## config.mk

```make
export PLATFORM = sky130hd
export DESIGN_NAME = pll_lock_detect_flat
export DESIGN_NICKNAME = d
export VERILOG_FILES = /design/src/rtl/pll_lock_detect_pkg.sv /design/src/rtl/pll_lock_detect_if.sv /design/src/rtl/pll_lock_detect_sync_2ff.sv /design/src/rtl/pll_lock_detect.sv /design/src/flat_wrapper.sv
export SDC_FILE = /design/constraint.sdc
export NUM_CORES = 1
export LEC_CHECK = 0
export ABC_AREA = 0
export CAP_MARGIN = 15
export CORE_ASPECT_RATIO = 0.5
export CORE_MARGIN = 3
export CORE_UTILIZATION = 30
export DETAILED_ROUTE_END_ITERATION = 8
export MAX_ROUTING_LAYER = met4
export SETUP_SLACK_MARGIN = 0.05
export SLEW_MARGIN = 40
export SYNTH_ARGS = -nofsm -noshare
export SYNTH_HDL_FRONTEND = slang
export SYNTH_HIERARCHICAL = 1
export SYNTH_SLANG_ARGS = --single-unit
export TNS_END_PERCENT = 1
```

## constraint.sdc

```tcl
create_clock -name i_pclk -period 3.2 [get_ports i_pclk]
set_clock_uncertainty 0.1 [all_clocks]
set_input_delay 0.48 -clock i_pclk [delete_from_list [all_inputs] [get_ports i_pclk]]
set_output_delay 0.48 -clock i_pclk [all_outputs]
set_load 0.01 [all_outputs]
```

## src/rtl/pll_lock_detect_pkg.sv

```systemverilog
// Shared types and helpers for the PLL lock/frequency monitor.
package pll_lock_detect_pkg;

    // Measurement window state: idle, acquiring the first refclk edge, measuring.
    typedef enum logic [1:0] {
        IDLE,
        ACQ,
        MEAS
    } win_state_t;

    // Lock sub-state, only meaningful while measuring.
    typedef enum logic {
        UNLOCKED,
        LOCKED
    } lock_state_t;

    // Window counter width: two extra bits above n_div so a window up to ~4x N
    // is still measured exactly before saturating.
    function automatic int cw(input int nw);
        return nw + 2;
    endfunction

endpackage

```

## src/rtl/pll_lock_detect_if.sv

```systemverilog
// Control and status bundle of the PLL lock monitor.
interface pll_lock_detect_if #(
    parameter int NW = 8
);
    localparam int CW = pll_lock_detect_pkg::cw(NW);

    logic          en;
    logic          refclk_in;
    logic [NW-1:0] n_div;
    logic          meas_valid;
    logic [CW-1:0] meas_count;
    logic          fast;
    logic          slow;
    logic          locked;
    logic          timeout;

    // Controller side: enables the monitor, supplies refclk and N, reads status.
    modport master (
        output en,
        output refclk_in,
        output n_div,
        input  meas_valid,
        input  meas_count,
        input  fast,
        input  slow,
        input  locked,
        input  timeout
    );

    // Monitor side.
    modport slave (
        input  en,
        input  refclk_in,
        input  n_div,
        output meas_valid,
        output meas_count,
        output fast,
        output slow,
        output locked,
        output timeout
    );

endinterface

```

## src/rtl/pll_lock_detect_sync_2ff.sv

```systemverilog
// Two-flop synchronizer bringing an asynchronous single-bit signal into the
// local clock domain. Both flops clear on reset.
module sync_2ff (
    input  logic i_clk,
    input  logic i_rst,
    input  logic i_d,
    output logic o_q
);

    logic r_s1;
    logic r_s2;

    // Metastability filter: r_s1 may go metastable, r_s2 is the settled copy.
    always_ff @(posedge i_clk) begin
        if (i_rst) begin
            r_s1 <= 1'b0;
            r_s2 <= 1'b0;
        end else begin
            r_s1 <= i_d;
            r_s2 <= r_s1;
        end
    end

    assign o_q = r_s2;

endmodule

```

## src/rtl/pll_lock_detect.sv

```systemverilog
// PLL lock/frequency monitor. Runs on the PLL output clock, measures how many
// pclk cycles fit in each refclk period and compares that to the divider N,
// producing per-window fast/slow results and a hysteretic lock flag.
module pll_lock_detect
    import pll_lock_detect_pkg::*;
#(
    parameter int NW         = 8,
    parameter int TOL        = 1,
    parameter int LOCK_CNT   = 4,
    parameter int UNLOCK_CNT = 2
) (
    input  logic             i_pclk,
    input  logic             i_reset,
    pll_lock_detect_if.slave io_mon
);

    localparam int            CW      = cw(NW);
    localparam int            GW      = $clog2(LOCK_CNT + 1);
    localparam int            BW      = $clog2(UNLOCK_CNT + 1);
    localparam logic [CW-1:0] CNT_MAX = '1;
    localparam logic [CW:0]   TOL_X   = (CW + 1)'(TOL);

    // Window classification in CW+1 bits so N+TOL never wraps.
    // Returns {good, fast, slow}; a divider below 2 is never good.
    function automatic logic [2:0] classify(input logic [CW-1:0] count,
                                            input logic [NW-1:0] n);
        logic [CW:0] c;
        logic [CW:0] nx;
        logic [CW:0] lo;
        logic [CW:0] hi;
        logic        f;
        logic        s;
        logic        g;
        c  = (CW + 1)'(count);
        nx = (CW + 1)'(n);
        hi = nx + TOL_X;
        lo = (nx >= TOL_X) ? (nx - TOL_X) : '0;
        f  = (c > hi);
        s  = (c < lo);
        g  = !f && !s && (n >= NW'(2));
        return {g, f, s};
    endfunction

    // Synchronizer tail and edge detect
    logic w_s2;
    logic r_s3;
    logic w_edge;

    // Window counter
    logic [CW-1:0] r_cnt;
    logic [CW-1:0] w_cnt_nxt;

    // FSMs and lock bookkeeping
    win_state_t    r_state;
    win_state_t    w_state_nxt;
    lock_state_t   r_lock;
    lock_state_t   w_lock_nxt;
    logic [GW-1:0] r_good_cnt;
    logic [GW-1:0] w_good_nxt;
    logic [BW-1:0] r_bad_cnt;
    logic [BW-1:0] w_bad_nxt;
    logic [NW-1:0] r_n_lat;

    // Per-window decisions
    logic w_ndiv_chg;
    logic w_tmo_hit;
    logic w_meas;
    logic w_good;
    logic w_fast;
    logic w_slow;

    // Registered status
    logic          r_meas_valid;
    logic [CW-1:0] r_meas_count;
    logic          r_fast;
    logic          r_slow;
    logic          r_timeout;

    sync_2ff u_sync_ref (
        .i_clk (i_pclk),
        .i_rst (i_reset),
        .i_d   (io_mon.refclk_in),
        .o_q   (w_s2)
    );

    assign w_edge = w_s2 & ~r_s3;

    assign {w_good, w_fast, w_slow} = classify(r_cnt, r_n_lat);

    // A divider change while measuring invalidates the window in flight; it
    // takes priority over a coincident refclk edge.
    assign w_ndiv_chg = (r_state == MEAS) && (io_mon.n_div != r_n_lat);
    assign w_meas     = io_mon.en && (r_state == MEAS) && w_edge && !w_ndiv_chg;

    // Fires once, on the cycle the counter is about to saturate without an edge.
    assign w_tmo_hit  = io_mon.en && (r_state != IDLE) && !w_edge &&
                        (r_cnt == CNT_MAX - 1'b1);

    // Window counter: restarts at 1 on each edge, saturates at all-ones, parked at 0 when idle.
    always_comb begin
        w_cnt_nxt = r_cnt;
        if (!io_mon.en || (r_state == IDLE)) begin
            w_cnt_nxt = '0;
        end else if (w_edge) begin
            w_cnt_nxt = CW'(1);
        end else if (r_cnt != CNT_MAX) begin
            w_cnt_nxt = r_cnt + 1'b1;
        end
    end

    // Window FSM next state: first edge after (re)start only aligns the counter.
    always_comb begin
        w_state_nxt = r_state;
        if (!io_mon.en) begin
            w_state_nxt = IDLE;
        end else begin
            case (r_state)
                IDLE: w_state_nxt = ACQ;
                ACQ:  if (w_edge) w_state_nxt = MEAS;
                MEAS: if (w_ndiv_chg || w_tmo_hit) w_state_nxt = ACQ;
                default: w_state_nxt = IDLE;
            endcase
        end
    end

    // Lock FSM next state: counts consecutive good/bad windows; reset whenever measuring stops.
    always_comb begin
        w_lock_nxt = r_lock;
        w_good_nxt = r_good_cnt;
        w_bad_nxt  = r_bad_cnt;
        if ((r_state != MEAS) || (w_state_nxt != MEAS)) begin
            w_lock_nxt = UNLOCKED;
            w_good_nxt = '0;
            w_bad_nxt  = '0;
        end else if (w_meas) begin
            case (r_lock)
                UNLOCKED: begin
                    if (!w_good) begin
                        w_good_nxt = '0;
                    end else if (r_good_cnt + 1'b1 == GW'(LOCK_CNT)) begin
                        w_lock_nxt = LOCKED;
                        w_good_nxt = '0;
                        w_bad_nxt  = '0;
                    end else begin
                        w_good_nxt = r_good_cnt + 1'b1;
                    end
                end
                LOCKED: begin
                    if (w_good) begin
                        w_bad_nxt = '0;
                    end else if (r_bad_cnt + 1'b1 == BW'(UNLOCK_CNT)) begin
                        w_lock_nxt = UNLOCKED;
                        w_good_nxt = '0;
                        w_bad_nxt  = '0;
                    end else begin
                        w_bad_nxt = r_bad_cnt + 1'b1;
                    end
                end
                default: begin
                    w_lock_nxt = UNLOCKED;
                    w_good_nxt = '0;
                    w_bad_nxt  = '0;
                end
            endcase
        end
    end

    // State, counter and divider latch registers.
    always_ff @(posedge i_pclk) begin
        if (i_reset) begin
            r_state    <= IDLE;
            r_lock     <= UNLOCKED;
            r_good_cnt <= '0;
            r_bad_cnt  <= '0;
            r_s3       <= 1'b0;
            r_cnt      <= '0;
            r_n_lat    <= '0;
        end else begin
            r_state    <= w_state_nxt;
            r_lock     <= w_lock_nxt;
            r_good_cnt <= w_good_nxt;
            r_bad_cnt  <= w_bad_nxt;
            r_s3       <= w_s2;
            r_cnt      <= w_cnt_nxt;
            if ((w_state_nxt == ACQ) && (r_state != ACQ)) begin
                r_n_lat <= io_mon.n_div;
            end
        end
    end

    // Status registers: result captured with each reported window, cleared while disabled.
    always_ff @(posedge i_pclk) begin
        if (i_reset) begin
            r_meas_valid <= 1'b0;
            r_meas_count <= '0;
            r_fast       <= 1'b0;
            r_slow       <= 1'b0;
            r_timeout    <= 1'b0;
        end else begin
            r_meas_valid <= w_meas;
            if (!io_mon.en) begin
                r_meas_count <= '0;
                r_fast       <= 1'b0;
                r_slow       <= 1'b0;
                r_timeout    <= 1'b0;
            end else begin
                if (w_meas) begin
                    r_meas_count <= r_cnt;
                    r_fast       <= w_fast;
                    r_slow       <= w_slow;
                end
                if (w_edge) begin
                    r_timeout <= 1'b0;
                end else if (w_tmo_hit) begin
                    r_timeout <= 1'b1;
                end
            end
        end
    end

    assign io_mon.meas_valid = r_meas_valid;
    assign io_mon.meas_count = r_meas_count;
    assign io_mon.fast       = r_fast;
    assign io_mon.slow       = r_slow;
    assign io_mon.locked     = (r_lock == LOCKED);
    assign io_mon.timeout    = r_timeout;

endmodule

```

## src/flat_wrapper.sv

```systemverilog
// flat-port wrapper written by rule: the top's interface ports become plain ports
module pll_lock_detect_flat import pll_lock_detect_pkg::*;
#(
    parameter int NW         = 8,
    parameter int TOL        = 1,
    parameter int LOCK_CNT   = 4,
    parameter int UNLOCK_CNT = 2
)
  (i_pclk, i_reset, io_mon_en, io_mon_refclk_in, io_mon_n_div, io_mon_meas_valid, io_mon_meas_count, io_mon_fast, io_mon_slow, io_mon_locked, io_mon_timeout);
  pll_lock_detect_if #(.NW(NW)) io_mon_i ();
  input  logic i_pclk;
  input  logic i_reset;
  input wire logic [$bits(io_mon_i.en)-1:0] io_mon_en;
  input wire logic [$bits(io_mon_i.refclk_in)-1:0] io_mon_refclk_in;
  input wire logic [$bits(io_mon_i.n_div)-1:0] io_mon_n_div;
  output wire logic [$bits(io_mon_i.meas_valid)-1:0] io_mon_meas_valid;
  output wire logic [$bits(io_mon_i.meas_count)-1:0] io_mon_meas_count;
  output wire logic [$bits(io_mon_i.fast)-1:0] io_mon_fast;
  output wire logic [$bits(io_mon_i.slow)-1:0] io_mon_slow;
  output wire logic [$bits(io_mon_i.locked)-1:0] io_mon_locked;
  output wire logic [$bits(io_mon_i.timeout)-1:0] io_mon_timeout;
  assign io_mon_i.en = io_mon_en;
  assign io_mon_i.refclk_in = io_mon_refclk_in;
  assign io_mon_i.n_div = io_mon_n_div;
  assign io_mon_meas_valid = io_mon_i.meas_valid;
  assign io_mon_meas_count = io_mon_i.meas_count;
  assign io_mon_fast = io_mon_i.fast;
  assign io_mon_slow = io_mon_i.slow;
  assign io_mon_locked = io_mon_i.locked;
  assign io_mon_timeout = io_mon_i.timeout;
  pll_lock_detect #(.NW(NW), .TOL(TOL), .LOCK_CNT(LOCK_CNT), .UNLOCK_CNT(UNLOCK_CNT)) u_core (.i_pclk(i_pclk), .i_reset(i_reset), .io_mon(io_mon_i));
endmodule
```

==> impl_metrics.toml, run 1 <==
[run_status]
outcome = "finished clean"

[detailed_routing]
drc = 0
num_vias = 2110
postRouteAntennaNets = 0
wl_per_cell_um = 13.41
drt_pass1_iterations = 4
viasPerCell = 4.627
drt_iter0_drc = 184
wl_um = 6113

[worst_setup_path]
path_max_fanout = 3
endpoint_kind = "flop"
required_ns = 3.27
r2r_start = "u_core/r_n_lat[4]$_SDFFE_PP0P_"
rrSetupSlack_ns = 0.15
reg2reg_to = "u_core/r_good_cnt[1]$_SDFFE_PP0P_"
worstRegToRegCells = 12
arrival_ns = 3.12
crit_path_start = "u_core/r_n_lat[4]$_SDFFE_PP0P_"
startpoint_type = "flop"
critPathKind = "reg -> reg"

[layout]
drive_above_1_share_pct = 14.83
multiInputGateArea_sq_mm = 0.001690
seqCellArea_sq_um = 864.6
nNetsFinal = 380
syn2layout_area_growth_pct = 26.35
diodes = 0
fillers = 827

[timing]
setup_viol = 0
tightest_slew_ns = 0.7014
final_max_slew_viol_count = 0
rsz0062_at_grt = "true"
holdWs_ns = 0.3601
hold_violations = 0
max_freq_mhz = 327.4
period_share_pct = 95.44
fin_crit_ns = 3.054
slew_headroom_pct = 52.81

[synth]
synth_most_common_cell = "nor2_1"
synth_edf_count = 0
synth-seq-cells = 43
synth_top_area_share_pct = 32.67
async_reset_ff_share_pct = 0
syn_area_sq_mm = 0.002635
yosys_warnings = 6
syn_inst = 303
synth.area.top_cells = "dfxtp_1, ha_1, mux2i_1"
synth-main-ff-cell = "dfxtp_1"
syn_avg_cell_area_sq_um = 8.696
synth_nets = 340
ys_seq_area_share_pct = 32.67
yosys.area.top_type = "dfxtp_1"
synth.distinct_cells = 53
synth_common_cells = "nor2_1, dfxtp_1, ha_1, nand2_1, mux2i_1"

[power_and_ir_drop]
finalPower_mw = 1.300
p_leak_nw = 1.270
peakVddDrop_v = 0.0001895
power_density_mw_per_mm2 = 390.6

[floorplan]
start_util_pct = 31.90
rows = 23
die_h_um = 72.27
core_sq_mm = 0.008259
die_w_um = 138.5
io_pins = 27
die_area_sq_mm = 0.01001

[clocking]
htreeDepth = 2
path_clk_slew_ns = 0.06
cts_tree = "done"
postCtsSetupRepairBufs = 0
clockRootBuffer = "clkbuf_16"
cts_buffers = 5
clk_latency_ns = 0.28
clockBufferDepth = 2
cts.sinks = 43
cts_hold_buf = 0

[worst_hold_path]
min_delay_path_depth = 1
worstHoldStart = "u_core/u_sync_ref/r_s1$_SDFF_PP0_"
holdCritPathClass = "reg -> reg"
min_to = "u_core/u_sync_ref/o_q$_SDFF_PP0_"

[placed_design]
place_congestion = 0.7976
dp_hpwl_um = 4660
port_buffers = 26

[flow_run]
max_cap_viol_count = 0

[global_routing]
antenna_found_initial = 0
grt_first_pass_wirelength_um = 10180
grt_use_total_pct = 12.91
grt_pass1_vias = 1990
grt_start_max_net_pins = 19
grt_overflow_total = 0
-- area by class of cell --
| class | instances | area share [%] |
|---|---|---|
| Clock buffer | 7 | 4.585 |
| Tap cell | 112 | 4.209 |
| Sequential cell | 43 | 25.97 |
| Multi-Input combinational cell | 232 | 50.77 |
| Inverter | 13 | 1.466 |
| Timing Repair Buffer | 48 | 12.78 |
| Clock inverter | 1 | 0.2255 |
-- per-stage QoR --
step / area [sq um] / utilization, % / setup WS [ns] / setup TNS, ns / instances
3_3_place_gp: 3119 / 37.77 / 0.02561 / 0 / 448
4_1_cts: 3293 / 39.87 / 0.06336 / 0 / 456
3_5_place_dp: 3119 / 37.77 / -0.02870 / -0.05619 / 448
2_1_floorplan: 2641 / - / 0.06899 / 0 / 303
5_1_grt: 3329 / 40.31 / 0.01040 / 0 / 456
6_report: 3329 / 40.31 / 0.1460 / 0 / 456
-- flip-flops by register name, indices dropped and copies added, names as in the netlist --
name,cells
u_core/io_mon.locked,1
u_core/r_bad_cnt,2
u_core/r_n_lat,8
u_core/r_cnt,10
u_core/r_s3,1
u_core/io_mon.meas_count,10
u_core/r_state,2
u_core/io_mon.fast,1
u_core/io_mon.timeout,1
u_core/u_sync_ref/r_s1,1
u_core/io_mon.slow,1
u_core/u_sync_ref/o_q,1
u_core/io_mon.meas_valid,1
u_core/r_good_cnt,3
-- how the worst max path moves through the flow --
| stage | cells past startpoint | endpoint |
|---|---|---|
| after floorplan | 13 | u_core/r_good_cnt[1]$_SDFFE_PP0P_ |
| after global placement | 13 | u_core/r_good_cnt[2]$_SDFFE_PP0P_ |
| after detailed placement | 13 | u_core/r_good_cnt[2]$_SDFFE_PP0P_ |
| after CTS | 12 | u_core/r_good_cnt[1]$_SDFFE_PP0P_ |
| after global routing | 12 | u_core/r_good_cnt[1]$_SDFFE_PP0P_ |
| final | 12 | u_core/r_good_cnt[1]$_SDFFE_PP0P_ |
-- where the power goes --
part	internal, mW	leakage, nW	switching [mW]
Clock	0.332	0.0761	0.209
Combinational	0.0998	0.844	0.105
Sequential	0.545	0.350	0.0100
Total	0.976	1.27	0.324
-- critical path: stages (launching register included) --
cell	delay, ns
dfxtp_2	0.32
or3_4	0.40
nor2_4	0.10
nor4b_4	0.24
mux2i_1	0.27
ha_1	0.27
o21ai_1	0.14
o21ai_1	0.10
a2111o_1	0.29
o211a_1	0.27
a31oi_1	0.18
a211o_1	0.17
o32ai_1	0.08
-- kinds of logic (layout without fill, tap and decap cells) --
family          after synthesis  after routing  share of synthesized area (%)
compound gates               37             37                          9.924
mux                          21             21                          8.025
xor+xnor                     24             24                          8.263
buf+inv                      28             69                          5.508
flops                        43             43                          32.67
fa+ha+maj                    25             25                          11.87
simple gates                125            125                          23.74
-- layout by cell type, fill, tap and decap left out, drive strengths merged, types with 11 or more instances in the layout --
cell type,count
nor2,47
dfxtp,43
clkdlybuf4s50,26
ha,25
nand2,22
buf,22
mux2i,20
xnor2,15
inv,13
nand4,11
-- what timing repair did --
item                                    4_1_cts  5_1_grt
endpoints found under the hold margin         0        0
pin swaps                                     5       10
endpoints found under the setup margin        6        7
resized for setup                             4       11
-- per-layer routing --
metal	share of wire (%)	routed length [um]	global-route usage, %	vias up
met5	0	0	-	-
met4	0.74	45	2.957	0
met3	3.7	225	1.975	4
met2	42	2552	18.84	30
met1	54	3289	18.81	933
li1	-	-	-	1143
Note: power is estimated with default switching activity, not from simulation.
==> run 2, diff against run 1 <==
- SLEW_MARGIN: 40 -> not set
==> results of run 2 <==
The final DEF is identical to that of run 1; final timing and power are the same.
==> run 3, diff against run 2 <==
- CORE_ASPECT_RATIO: 0.5 -> not set
==> run 3 against run 2 <==
  * First-iteration DRC count shrank 56%
  * Global-route usage is 0.18 points lower
  * Core utilization decreased by 0.49 points
  * Worst setup slack improved by 0.021 ns
  * Hold slack worse by 0.0056 ns
  * Combinational power up 6%
  * Fmax is 0.69% higher
  * Non-clock buffer count is 4 higher
  * Register-to-register slack better by 0.02 ns
  * Critical endpoint unchanged
  * Highest routed layer unchanged
==> impl_metrics.toml, run 3 (synthesis gave the netlist of run 1 again) <==
[run_status]
outcome = "finished clean"

[clocking]
htreeDepth = 2
cts_buffers = 5
clockRootBuffer = "clkbuf_8"
clockBufferDepth = 2
cts_tree = "done"
clk_latency_ns = 0.30
path_clk_slew_ns = 0.09
cts.sinks = 43

[global_routing]
grt_overflow_total = 0
grt_pass1_vias = 2107
antenna_found_initial = 0
grt_first_pass_wirelength_um = 10110
grt_start_max_net_pins = 19
grt_use_total_pct = 12.73

[placed_design]
place_congestion = 0.8387
placed_area_sq_mm = 0.003118
dp_hpwl_um = 4616
post-place-ws_ns = -0.02774
place_inst = 442
port_buffers = 26

[power_and_ir_drop]
switching_share_pct = 29.14
p_int_uw = 805.9
seqPwrFrac_pct = 48.7
p_clk_share_pct = 32.2
p_leak_nw = 1.248
p_sw_uw = 331.4
peakVddDrop_v = 0.0001787
finalPower_mw = 1.137
power_density_mw_per_mm2 = 340.7
power_frac_comb_pct = 19.1

[layout]
layout_commonest_cell = "nor2_1"
diodes = 0
drive_above_1_share_pct = 17.53
nNetsFinal = 384
design_area_sq_mm = 0.003338
final_cells = 453
utilization_pct = 39.83
syn2layout_area_growth_pct = 26.69
final_cell_mix = "nor2_1, dfxtp_1, clkdlybuf4s50_1, buf_4, ha_1"

[timing]
period_share_pct = 94.78
fin_crit_ns = 3.033
slew_headroom_pct = 47.28
final_max_slew_viol_count = 0
postLayoutSetupSlackWorst_ns = 0.1669
max_freq_mhz = 329.7
setup_viol = 0
hold_violations = 0
tightest_slew_ns = 0.7835
rsz0062_at_grt = "false"

[detailed_routing]
num_vias = 2239
drt_iter0_drc = 81
postRouteAntennaNets = 0
drt_pass1_iterations = 4
drc = 0
wl_um = 5936
viasPerCell = 4.943
wl_per_cell_um = 13.10

[floorplan]
core_sq_mm = 0.008382
die_w_um = 99.72
die_area_sq_mm = 0.009944
rows = 33
die_h_um = 99.72
io_pins = 27
start_util_pct = 31.44

[worst_setup_path]
required_ns = 3.29
r2r_start = "u_core/r_n_lat[2]$_SDFFE_PP0P_"
critPathKind = "reg -> reg"
endpoint_kind = "flop"
arrival_ns = 3.12
path_max_fanout = 3
startpoint_type = "flop"
crit_path_start = "u_core/r_n_lat[2]$_SDFFE_PP0P_"

[worst_hold_path]
holdCritPathClass = "reg -> reg"
worstHoldStart = "u_core/u_sync_ref/r_s1$_SDFF_PP0_"

[flow_run]
max_cap_viol_count = 0
run 3: cell types whose count changed in the layout (fill, tap and decap cells not counted), moves of 2 or more:
| cell | change |
|---|---|
| dfxtp_1 | +2 |
| clkbuf_16 | -5 |
| buf_4 | +4 |
| clkbuf_8 | +3 |
| nor3_2 | +3 |
| nor3_1 | -3 |
| dfxtp_2 | -2 |
run 3: cell type report:
class | count | area, sq um
fill | 857 | 5044
inverter | 13 | 48.80
clock buffer | 5 | 68.82
clock inverter | 3 | 23.77
timing repair buffer | 52 | 455.4
tap | 105 | 131.4
sequential | 43 | 862.1
multi-input combinational | 232 | 1748
run 3: path summary, 6_finish.rpt:
kind / endpoint / slack (ns) / depth (start not counted)
worst min-delay path: u_core/u_sync_ref/o_q$_SDFF_PP0_ / 0.35 / 1
worst max-delay path: u_core/r_good_cnt[1]$_SDFFE_PP0P_ / 0.17 / 12
worst max register to register: u_core/r_good_cnt[1]$_SDFFE_PP0P_ / 0.17 / 12
worst min register to register: u_core/u_sync_ref/o_q$_SDFF_PP0_ / 0.35 / 1
run 3: power by group through the flow:
stage | sequential [mW] | combinational [mW] | clock, mW
2_1_floorplan | 0.560 | 0.140 | 0
3_3_place_gp | 0.565 | 0.193 | 0
5_1_grt | 0.556 | 0.244 | 0.404
6_report | 0.554 | 0.217 | 0.366
3_5_place_dp | 0.565 | 0.195 | 0
4_1_cts | 0.553 | 0.201 | 0.383
run 3: per-layer routing:
metal,vias to the layer above,track usage (%),routed length [um]
met2,40,20.32,2715
met4,0,3.571,106
met1,1030,16.26,2869
li1,1157,-,-
met3,12,2.665,244
met5,-,-,0
run 3: worst max-delay path, stage by stage, from the launching register on:
cell	delay (ns)
dfxtp_2	0.33
or3_4	0.40
nor2_4	0.12
nor4b_4	0.21
mux2i_1	0.24
ha_2	0.31
o21ai_1	0.12
o21ai_1	0.10
a2111o_1	0.30
o211a_4	0.27
a31oi_4	0.15
a211o_1	0.19
o32ai_1	0.10
run 3: stage by stage:
stage / hold WS, ns / setup TNS (ns)
floorplan: 0.3138 / 0
global placement: 0.3175 / 0
detailed placement: 0.3369 / -0.05318
CTS: 0.3583 / 0
global route: 0.3882 / 0
finish: 0.3545 / 0
run 3: repair_timing:
item                                    in CTS  in global routing
cloned                                       0                  0
setup buffers                                0                  3
gates resized for setup                      3                 20
hold buffers                                 0                  0
hold endpoints to repair                     0                  0
pin swaps                                    0                  8
endpoints found under the setup margin       5                  7
